===== src/rtl/mrd_rdx5_seq.sv =====
// Sequencer for the mrd_dft_rdx5 radix-5 core: gathers 5-sample groups, issues them under
// output-buffer credit control, captures results and re-serialises. Stats: MRD_RDX5_STAT_EN.
module mrd_rdx5_seq #(
    parameter int W        = 30,
    parameter int OBUF_GRP = 2,
    parameter int CORE_LAT = 3
) (
    input  logic           clk,
    input  logic           rst_n,
    input  logic           s_valid,
    output logic           s_ready,
    input  logic [W-1:0]   s_real,
    input  logic [W-1:0]   s_imag,
    output logic           core_in_val,
    output logic [5*W-1:0] core_din_real,
    output logic [5*W-1:0] core_din_imag,
    input  logic           core_out_val,
    input  logic [5*W-1:0] core_dout_real,
    input  logic [5*W-1:0] core_dout_imag,
    output logic           m_valid,
    input  logic           m_ready,
    output logic [W-1:0]   m_real,
    output logic [W-1:0]   m_imag,
    output logic           m_last,
`ifdef MRD_RDX5_STAT_EN
    output logic [15:0]    grp_cnt,
    output logic [15:0]    stall_cnt,
`endif
    output logic           err
);
    localparam int PW = (OBUF_GRP > 1) ? $clog2(OBUF_GRP) : 1;
    localparam int CW = $clog2(OBUF_GRP + 1);
    localparam int IW = $clog2(CORE_LAT + 2);

    logic [2:0]     gcnt_q, gcnt_d;
    logic           gfull_q, gfull_d;
    logic [W-1:0]   g_re_q [5];
    logic [W-1:0]   g_re_d [5];
    logic [W-1:0]   g_im_q [5];
    logic [W-1:0]   g_im_d [5];
    logic [CW-1:0]  used_q, used_d;
    logic [IW-1:0]  infl_q, infl_d;
    logic [PW-1:0]  wptr_q, wptr_d;
    logic [PW-1:0]  rptr_q, rptr_d;
    logic [CW-1:0]  fcnt_q, fcnt_d;
    logic [2:0]     olane_q, olane_d;
    logic           err_q, err_d;
    logic [5*W-1:0] f_re_q [OBUF_GRP];
    logic [5*W-1:0] f_re_d [OBUF_GRP];
    logic [5*W-1:0] f_im_q [OBUF_GRP];
    logic [5*W-1:0] f_im_d [OBUF_GRP];

    logic           issue;
    logic           s_acc;
    logic           m_hs;
    logic           pop;
    logic           fifo_full;
    logic           cap_bad;
    logic           wr;
    logic           infl_dec;
    logic [5*W-1:0] head_re;
    logic [5*W-1:0] head_im;

    // Credits cover both buffered and in-flight groups, so a capture always finds room.
    always_comb begin
        issue     = gfull_q & (used_q < CW'(OBUF_GRP));
        s_ready   = rst_n & (~gfull_q | issue);
        s_acc     = s_valid & s_ready;
        m_valid   = (fcnt_q != '0);
        m_hs      = m_valid & m_ready;
        pop       = m_hs & (olane_q == 3'd4);
        fifo_full = (fcnt_q == CW'(OBUF_GRP));
        cap_bad   = core_out_val & ((infl_q == '0) | fifo_full);
        wr        = core_out_val & ~cap_bad;
        infl_dec  = core_out_val & (infl_q != '0);
    end

    always_comb begin
        core_in_val   = issue;
        core_din_real = '0;
        core_din_imag = '0;
        for (int k = 0; k < 5; k++) begin
            core_din_real[k*W +: W] = g_re_q[k];
            core_din_imag[k*W +: W] = g_im_q[k];
        end
    end

    always_comb begin
        head_re = f_re_q[rptr_q];
        head_im = f_im_q[rptr_q];
        m_real  = head_re[olane_q*W +: W];
        m_imag  = head_im[olane_q*W +: W];
        m_last  = (olane_q == 3'd4);
        err     = err_q;
    end

    always_comb begin
        gcnt_d  = gcnt_q;
        gfull_d = gfull_q;
        g_re_d  = g_re_q;
        g_im_d  = g_im_q;
        if (issue) begin
            gfull_d = 1'b0;
        end
        // A sample taken in the issue cycle lands in lane 0 of the next group.
        if (s_acc) begin
            g_re_d[gcnt_q] = s_real;
            g_im_d[gcnt_q] = s_imag;
            if (gcnt_q == 3'd4) begin
                gcnt_d  = 3'd0;
                gfull_d = 1'b1;
            end else begin
                gcnt_d = gcnt_q + 3'd1;
            end
        end
    end

    always_comb begin
        used_d = used_q;
        if (issue && !pop) begin
            used_d = used_q + CW'(1);
        end else if (!issue && pop) begin
            used_d = used_q - CW'(1);
        end

        infl_d = infl_q;
        if (issue && !infl_dec) begin
            infl_d = infl_q + IW'(1);
        end else if (!issue && infl_dec) begin
            infl_d = infl_q - IW'(1);
        end

        wptr_d = wptr_q;
        if (wr) begin
            wptr_d = (wptr_q == PW'(OBUF_GRP - 1)) ? '0 : wptr_q + PW'(1);
        end

        rptr_d = rptr_q;
        if (pop) begin
            rptr_d = (rptr_q == PW'(OBUF_GRP - 1)) ? '0 : rptr_q + PW'(1);
        end

        fcnt_d = fcnt_q;
        if (wr && !pop) begin
            fcnt_d = fcnt_q + CW'(1);
        end else if (!wr && pop) begin
            fcnt_d = fcnt_q - CW'(1);
        end

        olane_d = olane_q;
        if (m_hs) begin
            olane_d = (olane_q == 3'd4) ? 3'd0 : olane_q + 3'd1;
        end

        err_d = err_q | cap_bad;

        f_re_d = f_re_q;
        f_im_d = f_im_q;
        if (wr) begin
            f_re_d[wptr_q] = core_dout_real;
            f_im_d[wptr_q] = core_dout_imag;
        end
    end

    always_ff @(posedge clk) begin
        if (!rst_n) begin
            gcnt_q  <= '0;
            gfull_q <= 1'b0;
            used_q  <= '0;
            infl_q  <= '0;
            wptr_q  <= '0;
            rptr_q  <= '0;
            fcnt_q  <= '0;
            olane_q <= '0;
            err_q   <= 1'b0;
        end else begin
            gcnt_q  <= gcnt_d;
            gfull_q <= gfull_d;
            used_q  <= used_d;
            infl_q  <= infl_d;
            wptr_q  <= wptr_d;
            rptr_q  <= rptr_d;
            fcnt_q  <= fcnt_d;
            olane_q <= olane_d;
            err_q   <= err_d;
        end
    end

    // Sample storage carries no reset; occupancy state alone decides validity.
    always_ff @(posedge clk) begin
        g_re_q <= g_re_d;
        g_im_q <= g_im_d;
        f_re_q <= f_re_d;
        f_im_q <= f_im_d;
    end

`ifdef MRD_RDX5_STAT_EN
    logic [15:0] grp_cnt_q, grp_cnt_d;
    logic [15:0] stall_cnt_q, stall_cnt_d;

    always_comb begin
        grp_cnt_d   = issue ? grp_cnt_q + 16'd1 : grp_cnt_q;
        stall_cnt_d = stall_cnt_q;
        if (gfull_q && !issue && (stall_cnt_q != 16'hFFFF)) begin
            stall_cnt_d = stall_cnt_q + 16'd1;
        end
        grp_cnt   = grp_cnt_q;
        stall_cnt = stall_cnt_q;
    end

    always_ff @(posedge clk) begin
        if (!rst_n) begin
            grp_cnt_q   <= '0;
            stall_cnt_q <= '0;
        end else begin
            grp_cnt_q   <= grp_cnt_d;
            stall_cnt_q <= stall_cnt_d;
        end
    end
`endif

endmodule

===== config.mk =====
export PLATFORM = sky130hd
export DESIGN_NAME = mrd_rdx5_seq
export DESIGN_NICKNAME = d
export VERILOG_FILES = /design/src/rtl/mrd_rdx5_seq.sv
export SDC_FILE = /design/constraint.sdc
export NUM_CORES = 1
export LEC_CHECK = 0
export ABC_AREA = 1
export BUFFER_PORTS_ARGS = -buffer_cell sky130_fd_sc_hd__buf_2
export CORE_MARGIN = 2
export CORE_UTILIZATION = 41
export CTS_BUF_LIST = sky130_fd_sc_hd__clkbuf_16
export DETAILED_ROUTE_END_ITERATION = 6
export HOLD_SLACK_MARGIN = 0.02
export SYNTH_ARGS = -nofsm -noshare
export SYNTH_HDL_FRONTEND = slang
export SYNTH_SLANG_ARGS = --single-unit

===== constraint.sdc =====
create_clock -name clk -period 46.2 [get_ports clk]
set_input_delay 6.93 -clock clk [delete_from_list [all_inputs] [get_ports clk]]
set_output_delay 6.93 -clock clk [all_outputs]
set_load 0.01 [all_outputs]

## After elaboration in Yosys (flattened, before gate mapping)

Index checks and enable logic that the tools add are counted.

- Bits of input ports: 365
- Output and inout bits: 365
- Logic and storage cells: 106
- Register bits after elaboration: 917

- Bitwise operators: 16
- Order comparisons: 6
- Shift-type cells: 2
- Mux-type cells: 27
- Multiply operators: 1
- $add $sub $neg: 10
- Reduce and logical (&&, ||, !) cells: 18
- Equality and inequality tests: 3

Operators with widths:

| kind | count |
|---|---|
| 2-to-1 mux 150 bit | 7 |
| bitwise mux 300 bit | 2 |
| bitwise mux 150 bit | 2 |
| indexed part select 150 x 9 -> 30 bit | 2 |
| demux 150 bit (select 1 bit) | 1 |
| demux 30 bit (select 3 bit) | 1 |
| 2-to-1 mux 30 bit | 1 |
| 2-to-1 mux 3 bit | 4 |
| adder 3 x 1 -> 3 bit (second input constant) | 3 |
| AND 1 bit | 8 |
| logical AND 1 bit | 8 |
| 2-to-1 mux 2 bit | 4 |
| nonzero test 2 bit | 4 |
| multiplier 3 x 4 -> 7 bit (second input constant) | 1 |
| == test 3 bit (second input constant) | 2 |
| 2-to-1 mux 1 bit | 5 |
| adder 2 x 1 -> 2 bit (second input constant) | 2 |
| greater-or-equal comparator 2 bit (second input constant) | 2 |
| greater-or-equal comparator 4 bit (second input constant) | 1 |
| logical NOT 1 bit | 4 |
| less-than comparator 4 x 1 -> 1 bit (second input constant) | 1 |
| NOT 1 -> 2 bit | 2 |
| NOT 3 -> 4 bit | 1 |
| subtractor 2 x 1 -> 2 bit (second input constant) | 2 |
| other kinds (9) | 13 |

## Logic depth before layout (Yosys ltp)

Gate-level depths: netlist of the first run.

- Depth after elaboration: 9
- Depth in mapped cells: 14
- Gate-level depth less buffers: 11

## Least setup slack after synthesis of the first run

Ideal clock, no wire load.

- Kind: input port to flip-flop
- Start: input port core_out_val
- End: register f_im_q[0] in the netlist's numbering, enable pin
- Required time: 45.230 ns
- Path slack: 25.716 ns
- Setup time: 0.970 ns
- Buffers on the path: 0
- Arrival time: 19.515 ns
- Stages on the path: 2
- Cells stage by stage: nand3_1 -> nor2_1

- Longest elaborated chain between the ends: 3

RTL lines:

| element | line | source |
|---|---|---|
| start: declaration | 17 | `input logic core_out_val,` |
| AND 1 bit | 73 | `cap_bad = core_out_val & ((infl_q == '0) \| fifo_full);` |
| NOT 1 bit | 74 | `wr = core_out_val & ~cap_bad;` |
| AND 1 bit (*) | 74 |  |
| end signal: assignment | 194 | `f_im_q <= f_im_d;` |
| end: declaration | 50 | `logic [5*W-1:0] f_im_q [OBUF_GRP];` |

Mark *: on every way between the ends. The rest lies on a longest branch, timed or not.
A chain may end at the register's enable or synchronous reset.

## Worst setup path in the final report of the first run

- Start: input port rst_n
- End: output port s_ready

- Longest elaborated chain between the ends: 1

RTL lines:

| element | line | source |
|---|---|---|
| start: declaration | 9 | `input logic rst_n,` |
| AND 1 bit | 67 | `s_ready = rst_n & (~gfull_q \| issue);` |
| end: declaration | 11 | `output logic s_ready,` |

Every way passes these cells.

==> metrics.txt, run 1 <==
Starting Density=41.4%; Crit Path Category=in2out; ANT nets after route=0; core footprint=0.0851 mm^2; Mapped Cells=2773; Seq cells post-synth=917; Pwr Total=2.15 mW; family with the most delay on the worst path=buffers and inverters; Arr. time, crit path=around 7700 ps; # rows=107; Die ar.=0.0883 mm^2; total gr overflow=0; RSZ-0062 raised after global routing=false; design area=0.0430 mm^2; commonest non-fill, non-tap cell in the layout=nand2_1; Worst Path Buf+Inv=3; final net count=3872; via count=22.2k; Max Freq=0.0685 GHz; Max-slew headroom=14.9%; CTS root buf=clkbuf_16; CP dominant cell by count=buf_2; Static Leak=18.1 nW; endpoint type of the worst setup path=primary output; PostCTS Resize Cnt=0; area grow syn2layout=21.9%; Fin. Hold Viols=0; CTS tree=yes; fin crit period=14600 ps; CP max stage cell=buf_2; net switching power=0.587 mW; CP max stage delay=250 ps; final RePlAce weighted congestion=0.810; synth unique cells=23; DR pass1 iterations=7; Clock Tree Buf Depth=3; Routed WL=95100 um; clk sinks=917; fin crit share=31.6%; drt initial violations=1634; Avg Cell Area, Syn=about 13 um^2; Sw Share=27.3%; post-CTS setup buffers=0; routed len/inst=around 20 um; vias in the first global route=21.0k; run status=completed; P_int=approximately 1.6 mW; Clock Pin Slew Worst Setup and Hold Paths=around 60 ps; worst-path maximum fanout=14; fraction of layout cells with a size suffix above 1=between 20% and 30%; Syn Std Cell Area=roughly 0.035 mm^2; post-placement cell area=0.0398 mm^2; fin. max-slew vios=0; peak supply drop=roughly 0.04 mV; die span in x=297 um; Hold WS=470 ps; initial antenna violation count=64; DRC=0; CTS H-tree lvls=3; combinational share of power=16.0%; Worst-Margin Slew=1280 ps; Die Ht=297 um; Num CTS Buffers=95; largest net degree at the start of global routing=173; commonest non-fill, non-tap cells in the layout=nand2_1 (926), edfxtp_1 (900), buf_2 (729); # hold bufs at CTS=0; first-pass GRT wire length=roughly 140000 um; Worst EP required=between 30000 and 40000 ps; register share of total power=49.1%; Final Skew=25.8 ps; PortBufs=729; final setup violation count=0; CP Launch Type=input pin; GRT Resource Usage Total=roughly a fifth; Vias/cell=4.68; Boundary Pins=730; Synth Warn #=0; Max-Cap Viols=0; register area share after synthesis=77.6%; hpwl dp=61600 um; crit path cell chain=buf_2, inv_1, nor2_1, buf_2; synthesized net count=3146; clock share of power=between 30% and 40%; Fin Setup TNS=0 ps; Pwr Density=50.1 mW/mm^2; Skew-Pair Late Insertion Delay=between 600 and 700 ps; Min-Delay Path Class=reg2reg
==> final cells by class <==
| type | instances | area (um^2) |
|---|---|---|
| fill | 7424 | 42200 |
| sequential | 917 | 27400 |
| multi-input combinational | 1349 | 5700 |
| timing repair buffer | 749 | 3850 |
| clock buffer | 95 | 2380 |
| inverter | 387 | 1470 |
| tap | 1144 | 1430 |
| clock inverter | 79 | 734 |
| antenna | 18 | 45.0 |
==> path summary, 6_finish.rpt <==
check,from,to,slack (ps),cells past startpoint
setup / recovery,rst_n,s_ready,31600,4
setup reg to reg,infl_q[0],f_re_q[38],42320,7
hold reg to reg,infl_q[2],infl_q[2],470,2
hold / removal,infl_q[2],infl_q[2],470,2
==> stage by stage <==
step / worst slack, ps / util, % / cells
5_1_grt: 31520 / 50.5 / 4732
3_5_place_dp: 31590 / 46.8 / 4546
3_3_place_gp: 31610 / 46.8 / 4546
4_1_cts: 31580 / 50.4 / 4720
2_1_floorplan: 25720 / - / 2773
6_report: 31600 / 50.5 / 4738
==> state kept, by name, summed over array words and instances (netlist names) <==
signal and count:
f_im_q 300, core_din_imag 150, gfull_q 1, used_q 2
fcnt_q 2, wptr_q 1, err 1, f_re_q 300
infl_q 3, olane_q 3, rptr_q 1, core_din_real 150
gcnt_q 3
==> logic make-up after synthesis <==
group	Yosys count	share of synthesized area, %
AND/OR/NAND/NOR	1318	15.4
adder cells (fa/ha/maj)	8	0.305
AO/OA/AOI/OAI	22	0.312
XOR/XNOR	1	0.0249
buffers and inverters	507	6.35
flip-flops	917	77.6
==> synth_stat cells (all sizes together) <==
| library cell | instances | area [um^2] |
|---|---|---|
| nand2 | 926 | 3480 |
| edfxtp | 900 | 27000 |
| inv | 387 | 1460 |
| nand3 | 364 | 1820 |
| buf | 110 | 747 |
| nor2 | 22 | 82.6 |
| dfxtp | 17 | 340 |
| a21oi | 11 | 55.1 |
| o21ai | 11 | 55.1 |
| clkbuf | 10 | 37.5 |
| ha | 7 | 87.6 |
| nor3 | 5 | 30.0 |
| fa | 1 | 20.0 |
| nor4 | 1 | 6.26 |
| xor2 | 1 | 8.76 |
==> worst min-delay path, delay by kind of cell, from the launching register on <==
kind                   cells  cell delay [ps]
AOI/OAI and AO/OA          1               50
DFF                        1              310
buffers and inverters      1               60
==> power groups by stage <==
stage / sequential (mW) / combinational (mW) / clock [mW]
final: 1.06 / 0.344 / 0.752
after global routing: 1.07 / 0.388 / 0.800
after CTS: 1.06 / 0.355 / 0.769
after detailed placement: 1.08 / 0.353 / 0
after global placement: 1.07 / 0.350 / 0
after floorplan: 1.12 / 0.203 / 0
==> layer usage <==
layer / up-vias / GRT usage (%) / share of wire [%]
li1: 10700 / - / -
met1: 10500 / 25.3 / 39
met2: 751 / 36.9 / 51
met3: 207 / 5.91 / 7.1
met4: 44 / 5.71 / 2.5
met5: - / 0 / 0.32
Note: power is estimated with default switching activity, not from simulation.
==> run 2, diff against run 1 <==
PLACE_DENSITY = 0.65   (was unset)
clock period = 12.4 ns   (was 46.2 ns; I/O delays follow)
==> run 2 against run 1 <==
  * Design area is essentially flat
  * Critical path depth grew 4
  * Sequential power grew to 3.7 times the previous value
  * Die area is the same
  * Largest power group unchanged
  * Count of clock-buffer cells in the layout grew 4
  * Highest routed layer unchanged
  * Flip-flop and latch count is the same
==> metrics.txt, run 2 (synthesized netlist as in run 1, its figures left out) <==
run status=completed; Worst-Margin Slew=1170 ps (-104 ps); fin. max-slew vios=0 (unchanged); PortBufs=729 (unchanged); commonest non-fill, non-tap cell in the layout=nand2_1; net switching power=2.17 mW (+270%); Min-Delay Path Class=reg2reg; crit path cell chain=clkinv_8, buf_4, nand2_1, nand3_1, nand3_1, nand3_1, nand2_1, buf_2; Vias/cell=4.80 (+2.5%); peak supply drop=0.139 mV (+260%); die span in x=297 um (unchanged); Die Ht=297 um (unchanged); Worst EP required=10540 ps (-28730 ps); post-CTS setup buffers=0 (unchanged); first-pass GRT wire length=140000 um (+1.9%); final setup violation count=0 (unchanged); Num CTS Buffers=97 (+2.1%); RSZ-0062 raised after global routing=false; cell depth of the worst setup path=8 (+4); Final Skew=22.5 ps (-3.31 ps); CP Launch Type=flip-flop; hpwl dp=63300 um (+2.8%); CTS H-tree lvls=3 (unchanged); family with the most delay on the worst path=buffers and inverters; biggest regs=f_im_q x300, f_re_q x300; CP max stage cell=dfxtp_4; total gr overflow=0 (unchanged); Static Leak=18.1 nW (about the same); Worst Path Buf+Inv=3 (unchanged); Routed WL=97000 um (+2.1%); design area=0.0429 mm^2 (about the same); fill count=7402 (-0.30%); DR pass1 iterations=5 (-2); Max-Cap Viols=0 (unchanged); Die ar.=0.0883 mm^2 (unchanged); Clock Pin Slew Worst Setup and Hold Paths=60 ps (about the same); drt initial violations=1925 (+18%); Fin. Hold Viols=0 (unchanged); combinational share of power=15.7% (-0.3 points); post-placement cell area=0.0398 mm^2 (about the same); Max-slew headroom=21.8% (+7.0 points); clock share of power=34.9% (about the same); Fin Setup TNS=0 ps (unchanged); DRC=0 (unchanged); Sw Share=27.1% (-0.19 points); commonest non-fill, non-tap cells in the layout=nand2_1 (926), edfxtp_1 (900), buf_2 (729); clk sinks=917 (unchanged); largest net degree at the start of global routing=210 (+21%); Starting Density=41.4% (unchanged); Pwr Density=186 mW/mm^2 (+270%); Clock Tree Buf Depth=3 (unchanged); CTS tree=yes; fin crit share=between 40% and 50%; Worst Reg-to-Reg Cells=6 (-1); Arr. time, crit path=4250 ps (-3420 ps); CP max stage delay=800 ps (+550 ps); core footprint=0.0851 mm^2 (unchanged); routed len/inst=20.5 um (+2.0%); # rows=107 (unchanged); ANT nets after route=0 (unchanged); # hold bufs at CTS=0 (unchanged); fraction of layout cells with a size suffix above 1=25.0% (-0.32 points); Hold WS=459 ps (-10.8 ps); Crit Path Category=reg2out; worst-path maximum fanout=209 (+195); P_int=5.84 mW (+270%); Boundary Pins=730 (unchanged); initial antenna violation count=46 (-28%); CP dominant cell by count=nand3_1; vias in the first global route=21.8k (+3.8%); fin crit period=6110 ps; final RePlAce weighted congestion=0.839 (+3.6%); Max Freq=around 0.16 GHz; Worst Hold Path Cells=2 (unchanged); CTS root buf=clkbuf_16; Pwr Total=8.01 mW (+270%); register share of total power=49.4% (+0.3 points); Skew-Pair Late Insertion Delay=670 ps (+20 ps); GRT Resource Usage Total=21.5% (+0.50 points); via count=22.7k (+2.5%); final net count=3873 (+0.026%); area grow syn2layout=21.8% (about the same); PostCTS Resize Cnt=0 (unchanged); endpoint type of the worst setup path=primary output
==> run 2: final cells by class <==
class                           instances  area, um^2  area share [%]
Inverter                              387        1470            3.42
Antenna cell                           14        35.0          0.0816
Clock inverter                         82         624            1.45
Sequential cell                       917       27400            63.7
Tap cell                             1144        1430            3.33
Timing Repair Buffer                  748        3840            8.94
Clock buffer                           99        2480            5.77
Multi-Input combinational cell       1349        5700            13.3
==> run 2: final timing paths <==
path,from,end,slack (ps)
worst max-delay path,rptr_q,m_imag[12],6290
worst min-delay path,infl_q[2],infl_q[2],460
worst max register to register,infl_q[0],f_im_q[96],9020
worst min register to register,infl_q[2],infl_q[2],460
==> run 2: per-layer routing <==
metal | track usage, % | vias up | wire length [um]
met2 | 37.0 | 932 | 48400
met1 | 25.8 | 10800 | 36700
met4 | 8.39 | 44 | 3730
met5 | 0 | - | 304
li1 | - | 10700 | -
met3 | 5.62 | 219 | 7880
==> run 2: worst reg2reg max path: cells and delay by family (launching register included) <==
family | cells | cell delay, ps
and+or+nand+nor | 3 | 640
DFF | 1 | 360
buffers and inverters | 3 | 1920
==> run 2: power by group through the flow <==
| stage | registers, mW | logic, mW | clock network [mW] |
|---|---|---|---|
| 2_1_floorplan | 4.08 | 0.758 | 0 |
| 3_3_place_gp | 4.01 | 1.26 | 0 |
| 3_5_place_dp | 4.02 | 1.27 | 0 |
| 4_1_cts | 3.95 | 1.28 | 2.85 |
| 5_1_grt | 3.98 | 1.41 | 2.97 |
| 6_report | 3.95 | 1.26 | 2.79 |
==> run 2: through the flow <==
stage | std cells | utilization (%) | setup WS [ps]
after floorplan | 2773 | - | 2060
after global placement | 4545 | 46.8 | 7020
after CTS | 4726 | 50.4 | 6310
after global routing | 4733 | 50.4 | 5940
final | 4740 | 50.4 | 6290
after detailed placement | 4545 | 46.8 | 7040
